===== config.mk =====
export PLATFORM = sky130hd
export DESIGN_NAME = mdu_hilo
export DESIGN_NICKNAME = d
export VERILOG_FILES = /design/src/rtl/mdu_pkg.sv /design/src/rtl/mdu_iter.sv /design/src/rtl/mdu_hilo.sv
export SDC_FILE = /design/constraint.sdc
export NUM_CORES = 1
export LEC_CHECK = 0
export CAP_MARGIN = 15
export CORE_UTILIZATION = 24
export DETAILED_ROUTE_END_ITERATION = 7
export PLACE_DENSITY = 0.47
export SYNTH_ARGS = -nofsm -noshare
export SYNTH_HDL_FRONTEND = slang
export SYNTH_HIERARCHICAL = 1
export SYNTH_SLANG_ARGS = --single-unit

===== constraint.sdc =====
create_clock -name clk -period 3.15 [get_ports clk]
set_clock_uncertainty 0.1 [all_clocks]
set_input_delay 0.315 -clock clk [delete_from_list [all_inputs] [get_ports clk]]
set_output_delay 0.315 -clock clk [all_outputs]
set_load 0.01 [all_outputs]

===== src/rtl/mdu_pkg.sv =====
// Shared definitions for the HI/LO multiply/divide unit: op encoding and FSM states.
// The controller imports the same op constants when it issues MDU operations.
package mdu_pkg;

  localparam logic [2:0] OP_MULTU = 3'd0;
  localparam logic [2:0] OP_MULT  = 3'd1;
  localparam logic [2:0] OP_DIVU  = 3'd2;
  localparam logic [2:0] OP_DIV   = 3'd3;
  localparam logic [2:0] OP_MTHI  = 3'd4;
  localparam logic [2:0] OP_MTLO  = 3'd5;

  typedef enum logic [1:0] {
    ST_IDLE = 2'd0,
    ST_RUN  = 2'd1,
    ST_FIX  = 2'd2
  } mdu_state_t;

  function automatic logic is_muldiv(input logic [2:0] op);
    return op <= OP_DIV;
  endfunction

  function automatic logic is_signed_op(input logic [2:0] op);
    return (op == OP_MULT) || (op == OP_DIV);
  endfunction

endpackage


===== src/rtl/mdu_iter.sv =====
// Iteration datapath: radix-2 shift-add multiply or restoring divide, one step per cycle.
// Operands arrive as unsigned magnitudes; sign handling lives in the parent.
module mdu_iter #(
  parameter int WIDTH = 32
) (
  input  logic                 clk,
  input  logic                 rst,
  input  logic                 i_load,
  input  logic                 i_step,
  input  logic                 i_mode_div,
  input  logic [WIDTH-1:0]     i_a_mag,
  input  logic [WIDTH-1:0]     i_b_mag,
  output logic [2*WIDTH-1:0]   o_acc,
  output logic [WIDTH-1:0]     o_rem
);

  logic                 r_mode_div;
  logic [WIDTH-1:0]     r_opnd;
  logic [2*WIDTH-1:0]   r_acc;
  logic [WIDTH:0]       r_rem;

  logic [WIDTH:0]       w_mul_sum;
  logic [WIDTH+1:0]     w_div_diff;

  // Multiply: multiplier sits in the low half of r_acc and shifts out as the product shifts in.
  assign w_mul_sum  = {1'b0, r_acc[2*WIDTH-1:WIDTH]} + (r_acc[0] ? {1'b0, r_opnd} : '0);
  // Divide: the low half of r_acc holds the dividend, replaced bit by bit with quotient bits.
  assign w_div_diff = {r_rem, r_acc[WIDTH-1]} - {2'b00, r_opnd};

  always_ff @(posedge clk) begin
    if (rst) begin
      r_mode_div <= 1'b0;
      r_opnd     <= '0;
      r_acc      <= '0;
      r_rem      <= '0;
    end else if (i_load) begin
      r_mode_div <= i_mode_div;
      r_opnd     <= i_mode_div ? i_b_mag : i_a_mag;
      r_acc      <= {{WIDTH{1'b0}}, (i_mode_div ? i_a_mag : i_b_mag)};
      r_rem      <= '0;
    end else if (i_step) begin
      if (r_mode_div) begin
        if (!w_div_diff[WIDTH+1]) begin
          r_rem              <= w_div_diff[WIDTH:0];
          r_acc[WIDTH-1:0]   <= {r_acc[WIDTH-2:0], 1'b1};
        end else begin
          r_rem              <= {r_rem[WIDTH-1:0], r_acc[WIDTH-1]};
          r_acc[WIDTH-1:0]   <= {r_acc[WIDTH-2:0], 1'b0};
        end
      end else begin
        r_acc <= {w_mul_sum, r_acc[WIDTH-1:1]};
      end
    end
  end

  assign o_acc = r_acc;
  assign o_rem = r_rem[WIDTH-1:0];

endmodule


===== src/rtl/mdu_hilo.sv =====
// Multi-cycle MIPS multiply/divide unit with architectural HI/LO registers.
//   state | meaning
//   IDLE  | accepts start; MTHI/MTLO complete here in one cycle
//   RUN   | one mul/div iteration per cycle, counter counts down to 0
//   FIX   | sign correction, HI/LO write, done pulse follows
module mdu_hilo
  import mdu_pkg::*;
#(
  parameter int WIDTH = 32
) (
  input  logic             clk,
  input  logic             rst,
  input  logic             start,
  input  logic [2:0]       op,
  input  logic [WIDTH-1:0] a,
  input  logic [WIDTH-1:0] b,
  output logic             busy,
  output logic             done,
  output logic             div_by_zero,
  output logic [WIDTH-1:0] hi,
  output logic [WIDTH-1:0] lo
);

  localparam int CW = $clog2(WIDTH);

  mdu_state_t           r_state, w_next;
  logic [CW-1:0]        r_cnt;
  logic                 r_div, r_neg_lo, r_neg_hi, r_dbz_pend;
  logic [WIDTH-1:0]     r_a;
  logic [WIDTH-1:0]     r_hi, r_lo;
  logic                 r_done, r_dbz;

  logic                 w_accept, w_start_md, w_step, w_fix, w_busy;
  logic                 w_a_neg, w_b_neg;
  logic [WIDTH-1:0]     w_a_mag, w_b_mag;
  logic [2*WIDTH-1:0]   w_acc, w_prod;
  logic [WIDTH-1:0]     w_rem_mag, w_quo, w_rem;

  assign w_accept   = start && (r_state == ST_IDLE);
  assign w_start_md = w_accept && is_muldiv(op);

  assign w_a_neg = is_signed_op(op) && a[WIDTH-1];
  assign w_b_neg = is_signed_op(op) && b[WIDTH-1];
  assign w_a_mag = w_a_neg ? -a : a;
  assign w_b_mag = w_b_neg ? -b : b;

  always_ff @(posedge clk) begin
    if (rst) r_state <= ST_IDLE;
    else     r_state <= w_next;
  end

  always_comb begin
    w_next = r_state;
    case (r_state)
      ST_IDLE: if (w_start_md)   w_next = ST_RUN;
      ST_RUN:  if (r_cnt == '0)  w_next = ST_FIX;
      ST_FIX:                    w_next = ST_IDLE;
      default:                   w_next = ST_IDLE;
    endcase
  end

  always_comb begin
    w_busy = 1'b0;
    w_step = 1'b0;
    w_fix  = 1'b0;
    case (r_state)
      ST_RUN:  begin w_busy = 1'b1; w_step = 1'b1; end
      ST_FIX:  begin w_busy = 1'b1; w_fix  = 1'b1; end
      default: ;
    endcase
  end

  always_ff @(posedge clk) begin
    if (rst) begin
      r_cnt      <= '0;
      r_div      <= 1'b0;
      r_neg_lo   <= 1'b0;
      r_neg_hi   <= 1'b0;
      r_dbz_pend <= 1'b0;
      r_a        <= '0;
    end else if (w_start_md) begin
      r_cnt      <= CW'(WIDTH-1);
      r_div      <= op[1];
      r_neg_lo   <= w_a_neg ^ w_b_neg;
      r_neg_hi   <= w_a_neg;
      r_dbz_pend <= op[1] && (b == '0);
      r_a        <= a;
    end else if (w_step) begin
      r_cnt      <= r_cnt - 1'b1;
    end
  end

  mdu_iter #(.WIDTH(WIDTH)) u_iter (
    .clk        (clk),
    .rst        (rst),
    .i_load     (w_start_md),
    .i_step     (w_step),
    .i_mode_div (op[1]),
    .i_a_mag    (w_a_mag),
    .i_b_mag    (w_b_mag),
    .o_acc      (w_acc),
    .o_rem      (w_rem_mag)
  );

  // MIN / -1 needs no special case: the negated magnitude wraps back to MIN.
  assign w_prod = r_neg_lo ? -w_acc : w_acc;
  assign w_quo  = r_neg_lo ? -w_acc[WIDTH-1:0] : w_acc[WIDTH-1:0];
  assign w_rem  = r_neg_hi ? -w_rem_mag : w_rem_mag;

  always_ff @(posedge clk) begin
    if (rst) begin
      r_hi   <= '0;
      r_lo   <= '0;
      r_done <= 1'b0;
      r_dbz  <= 1'b0;
    end else begin
      r_done <= 1'b0;
      r_dbz  <= 1'b0;
      if (w_accept && op == OP_MTHI) begin
        r_hi   <= a;
        r_done <= 1'b1;
      end else if (w_accept && op == OP_MTLO) begin
        r_lo   <= a;
        r_done <= 1'b1;
      end else if (w_fix) begin
        r_done <= 1'b1;
        r_dbz  <= r_dbz_pend;
        if (r_dbz_pend) begin
          r_hi <= r_a;
          r_lo <= '1;
        end else if (r_div) begin
          r_hi <= w_rem;
          r_lo <= w_quo;
        end else begin
          {r_hi, r_lo} <= w_prod;
        end
      end
    end
  end

  assign busy        = w_busy;
  assign done        = r_done;
  assign div_by_zero = r_dbz;
  assign hi          = r_hi;
  assign lo          = r_lo;

endmodule


# After elaboration in Yosys (flattened, before gate mapping)
# Index checks and enable logic that the tools add are counted.
# word_totals
register_bits,238
in_bits,70
output_inout_bits,67
wordCells,92
# op_classes
add_sub_neg,8
order_cmp,1
eq_ne,9
mux,33
n_bitwise,4
reduce_logical,22
# ops
op,n
$mux 32,19
$neg 32->32,4
$mux 64,1
$neg 64->64,1
$sub 34x32->34,1
$add 32x32->33,1
$mux 33,1
$logic_not 32->1,1
$mux 5,2
$reduce_and 2->1,5
$logic_and 1x1->1,7
$mux 1,7
$eq 3x3->1 const B,2
$reduce_bool 2->1,3
$logic_not 5->1,1
$sub 5x1->5 const B,1
$mux 2,2
$ne 2x2->1 const B,2
$pmux 2 s2,1
$reduce_or 2->1,2
$reduce_or 4->1,1
$eq 3x1->1 const B,1
$eq 3x2->1 const B,1
$le 3x2->1 const B,1
other kinds (7),9

# Longest topological paths before layout
# depth
word_depth,7
mapped_depth,14
mapped_depth_nobuf,12

# By module
# Netlist, hierarchy kept.
# by_module_without_submodules
mod,instances,cells_each,area_each_um2,seq_area_each_um2
mdu_iter,1,1236,9768.1,2602.5
mdu_hilo,1,1182,8702.1,2182.1

# Least setup slack after synthesis
# Ideal clock, no wire load.
# synth_path
path_type,reg-to-reg
startpoint,"reg u_iter.r_acc[0], in the netlist u_iter/o_acc[0]"
endpoint,"reg u_iter.r_acc[61], in the netlist u_iter/o_acc[61]"
setup_time_ns,0.122
arrival_time_ns,3.024
required_time_ns,2.928
path_slack_ns,-0.095
stages_incl_launch_ff,13
path_buffers,1
synth_period_minus_slack_ns,3.245
path_cell_list,dfxtp_1 -> clkbuf_1 -> and2_1 -> ha_1 -> fa_1 -> a211oi_1 -> o21ai_0 -> nand4_1 -> a2111oi_0 -> o31ai_1 -> a21oi_1 -> nor2_1 -> a221o_1
# synth_via
elab_chain_cells,2
# synth_lines
item,line,text
"start, declared",mdu_iter.sv:19,logic [2*WIDTH-1:0] r_acc;
"start signal, assigned",mdu_iter.sv:39,"r_acc <= {{WIDTH{1'b0}}, (i_mode_div ? i_a_mag : i_b_mag)};"
"start signal, assigned by index",mdu_iter.sv:45,"r_acc[WIDTH-1:0] <= {r_acc[WIDTH-2:0], 1'b1};"
"start signal, assigned by index",mdu_iter.sv:48,"r_acc[WIDTH-1:0] <= {r_acc[WIDTH-2:0], 1'b0};"
$mux 32,mdu_iter.sv:26,"assign w_mul_sum = {1'b0, r_acc[2*WIDTH-1:WIDTH]} + (r_acc[0] ? {1'b0, r_opnd} : '0);"
$add 32x32->33,mdu_iter.sv:26,
# Every way passes these cells.
# A chain may end at the register's enable or synchronous reset.

# Worst setup path after layout
# layout_path
startpoint,in a[15]
endpoint,"reg u_iter.r_acc[31], in the netlist u_iter/o_acc[31]"
# layout_via
elab_chain_cells,4
# layout_lines
item,line,text
"start, declared",mdu_hilo.sv:15,"input logic [WIDTH-1:0] a,"
$neg 32->32,mdu_hilo.sv:44,assign w_a_mag = w_a_neg ? -a : a;
$mux 32,mdu_hilo.sv:44,
named net w_a_mag[31],mdu_hilo.sv:35,"logic [WIDTH-1:0] w_a_mag, w_b_mag;"
$mux 32,mdu_iter.sv:39,
$mux 32,mdu_iter.sv:36,end else if (i_load) begin
# The timed path passes the listed nets, and every way through them passes these cells.

==> impl_metrics.yaml <==
status:
  status: "complete, but fails checks"
  violations: "setup timing"
placed_design:
  gp_congestion: 0.951
  portBuffers: 136
  pre_cts_ws_ps: -853
  hpwl_mm: 70.5
floorplanning:
  core_sq_um: 76100
  dieHeight_um: 279
  rows: 101
  start_util: 0.243
  die_w_um: 279
  io_pins: 137
  dieArea_sq_um: 78100
sta:
  hold_violations: 0
  setup_viol: 4
  fin_crit_ps: 3200
  rsz0062_at_grt: "yes"
  period_share: 1.02
  timing.fmax_mhz: 313
  slew_headroom: 0.357
  fin_tns_setup_ps: -75.5
  worst_slack_ps: -49.0
  slew_violations: 0
  tightest_slew_ps: 965
critical_path:
  worst_setup_path_start_kind: "primary input"
  cp.required_ps: 3520
  crit_start: "a[15]"
  endpoint_kind: "register"
  reg2reg_from: "u_iter/o_acc[0]"
  reg2reg_depth: 14
  reg2reg_to: "u_iter/o_acc[58]"
  critPathKind: "in -> reg"
  arrival_ps: 3570
  path_common_cell: "or4_4"
  max_stage_delay_ps: 500
  cp_slowest_cell: "or4_4"
  cp_max_fo: 2
  r2r_setup_slack_ps: -20
  path_cells: "clkdlybuf4s50_1 -> or3_4 -> or4_4 -> or3_1 -> or4_4 -> or3b_1 -> a21boi_1 -> mux2i_1 -> a211oi_2"
synth:
  synthArstFlopShare: 0
  synth_xor_area_frac: 0.0858
  yosys_warnings: 6
  syn-num-nets: 2563
  synth_compound_area_frac: 0.272
  synth_commonest_cells: "a21oi_1 (253), nand2_1 (240), dfxtp_1 (239)"
  syn_area_sq_um: 18500
  yosysTopAreaCell: "dfxtp_1"
  synth-main-ff-cell: "dfxtp_1"
  synth_fa_ha_area_frac: 0.0516
  synth_top_family_by_area: "compound AO/OA/AOI/OAI gates"
  synth_top_area_frac: 0.259
  synth_area_per_cell_sq_um: 7.64
  yosysSeqAreaShare: 0.259
  ys_ff_latch: 239
  synth_edf_count: 0
  synth.most_common_cell: "a21oi_1"
  synth.top_cells.by_area: "dfxtp_1 (26%), mux2i_1 (7.2%), a21oi_1 (6.9%)"
  synth_mux_area_frac: 0.0715
  synth_cells: 2418
  synth-simple-area-share: 0.198
  ys_types: 85
layout:
  n_fill_cell: 8031
  synthToLayoutAreaGrowth_pct: 38.4
  num-nets-final: 2968
  multi_input_area_sq_um: 13300
  register_area_sq_um: 4820
  drive_gt1_frac: 0.219
grt:
  gr-total-overflow: 0
  antenna_found_initial: 6
  grt_pass1_wl_mm: 134
  first_global_vias: 19900
  grt_max_degree: 89
  grtUsageTotal: 0.226
drt:
  vias: 20600
  postRouteAntennaNets: 0
  drt_iter0_markers: 2004
  wl_per_cell_um: 23.5
  route.detailed.drc: 0
  first_pass_iters: 6
  wl_mm: 91.3
  via_per_inst: 5.32
hold_path:
  holdPathStages: 2
  hold_end: "r_neg_hi"
  hp-class: "in -> reg"
  hp-start: "rst"
power:
  power_density_nw_per_um2: 467
  power.leakage_nw: 10.1
  peakVddDrop_v: 0.000463
  power_mw: 11.9
clock_tree:
  cts.clk_slew.worst_paths_ps: 70
  clock-sinks: 239
  clk_root_buffer_cell: "clkbuf_16"
  cts_inserted_buffers: 30
  clk_path_buf_depth: 3
  hold_buffers: 0
  htreeDepth: 1
  cts_tree: "yes"
  clk_latency_ps: 620
flow_run:
  cap_viol_max_count: 0
## worst max-delay path, delay by kind of cell
family          cells  cell delay (ps)
simple gates        5             2080
compound gates      2              590
buf+inv             1              450
mux                 1              130
## where the power goes
part           switching, mW  leakage [nW]  internal [mW]
combinational           2.60          7.60           1.94
clock                   1.54         0.518           2.30
sequential             0.261          1.96           3.29
## how the worst max path moves through the flow
stage	end	slack, ps	cells past startpoint
final	u_iter/o_acc[31]	-50	9
after global routing	u_iter/r_rem[3]	-150	14
after CTS	u_iter/o_acc[61]	-7	14
after detailed placement	u_iter/o_acc[31]	-850	9
after global placement	u_iter/o_acc[31]	-840	9
after floorplan	u_iter/o_acc[61]	20	12
## layout by cell type (no fill, tap or decap), drive strengths merged, types with 12 or more instances in the layout
| cell | Yosys | final |
|---|---|---|
| buf | 61 | 422 |
| a21oi | 253 | 253 |
| nand2 | 240 | 240 |
| dfxtp | 239 | 239 |
| nor2 | 221 | 221 |
| clkdlybuf4s50 | 0 | 134 |
| mux2i | 132 | 132 |
| o21ai | 112 | 112 |
| xnor2 | 97 | 97 |
| a211oi | 86 | 86 |
| xor2 | 84 | 84 |
| inv | 74 | 75 |
| ha | 73 | 73 |
| nor3 | 51 | 51 |
| clkbuf | 124 | 51 |
| and2 | 44 | 44 |
| nand3 | 36 | 36 |
| o31ai | 36 | 36 |
| or3 | 28 | 28 |
| a21o | 27 | 27 |
| nor4 | 27 | 27 |
| a31oi | 26 | 26 |
| o221ai | 26 | 26 |
| or4 | 21 | 21 |
| a22oi | 20 | 20 |
| o41ai | 20 | 20 |
| nand4 | 17 | 17 |
| and3 | 16 | 16 |
| o211ai | 15 | 15 |
| a221oi | 15 | 15 |
| o21a | 15 | 15 |
| nand2b | 14 | 14 |
| a311oi | 13 | 13 |
| or2 | 12 | 12 |
| o22ai | 12 | 12 |
## layer usage
layer,share of wire,routed length (um),vias up,GRT usage
met1,0.46,41700,10200,0.311
li1,-,-,9652,-
met3,0.056,5150,112,0.0253
met2,0.46,41600,719,0.369
met4,0.031,2810,6,0.0675
met5,0.00033,30,-,0
## cells by family after synthesis
| kind of cell | count (synthesis) |
|---|---|
| AND/OR/NAND/NOR | 767 |
| AO/OA/AOI/OAI | 761 |
| adder cells (fa/ha/maj) | 75 |
| XOR/XNOR | 181 |
| multiplexers | 132 |
| flip-flops | 239 |
| buffers and inverters | 263 |
## flip-flops by register name (all words and copies together), names as in the netlist, 2 cells and up
signal / cells
u_iter/o_acc: 64
u_iter/r_rem: 33
r_a: 32
lo: 32
u_iter/r_opnd: 32
r_state: 2
r_cnt: 5
hi: 32
## final cells by class
cell class	instances	area share
inverter	78	0.0116
multi-input combinational	1916	0.519
sequential	239	0.188
clock buffer	49	0.0357
clock inverter	6	0.00607
antenna	2	0.000196
timing repair buffer	558	0.189
tap	1030	0.0504
## repair_timing
action                     4_1_cts  5_1_grt
gates resized for setup         94       66
buffers inserted                14       14
pin swaps                       21       49
cloned                           3        2
setup endpoints to repair       63       50
## stage by stage
step | instances | utilization | area (sq um) | hold WS [ps]
2_1_floorplan | 2418 | - | 18500 | 333
5_1_grt | 3878 | 0.336 | 25600 | 165
3_5_place_dp | 3792 | 0.308 | 23400 | 348
3_3_place_gp | 3792 | 0.308 | 23400 | 342
6_report | 3878 | 0.336 | 25600 | 178
4_1_cts | 3862 | 0.330 | 25100 | 144
No activity file was read; power rests on OpenSTA's default activity.
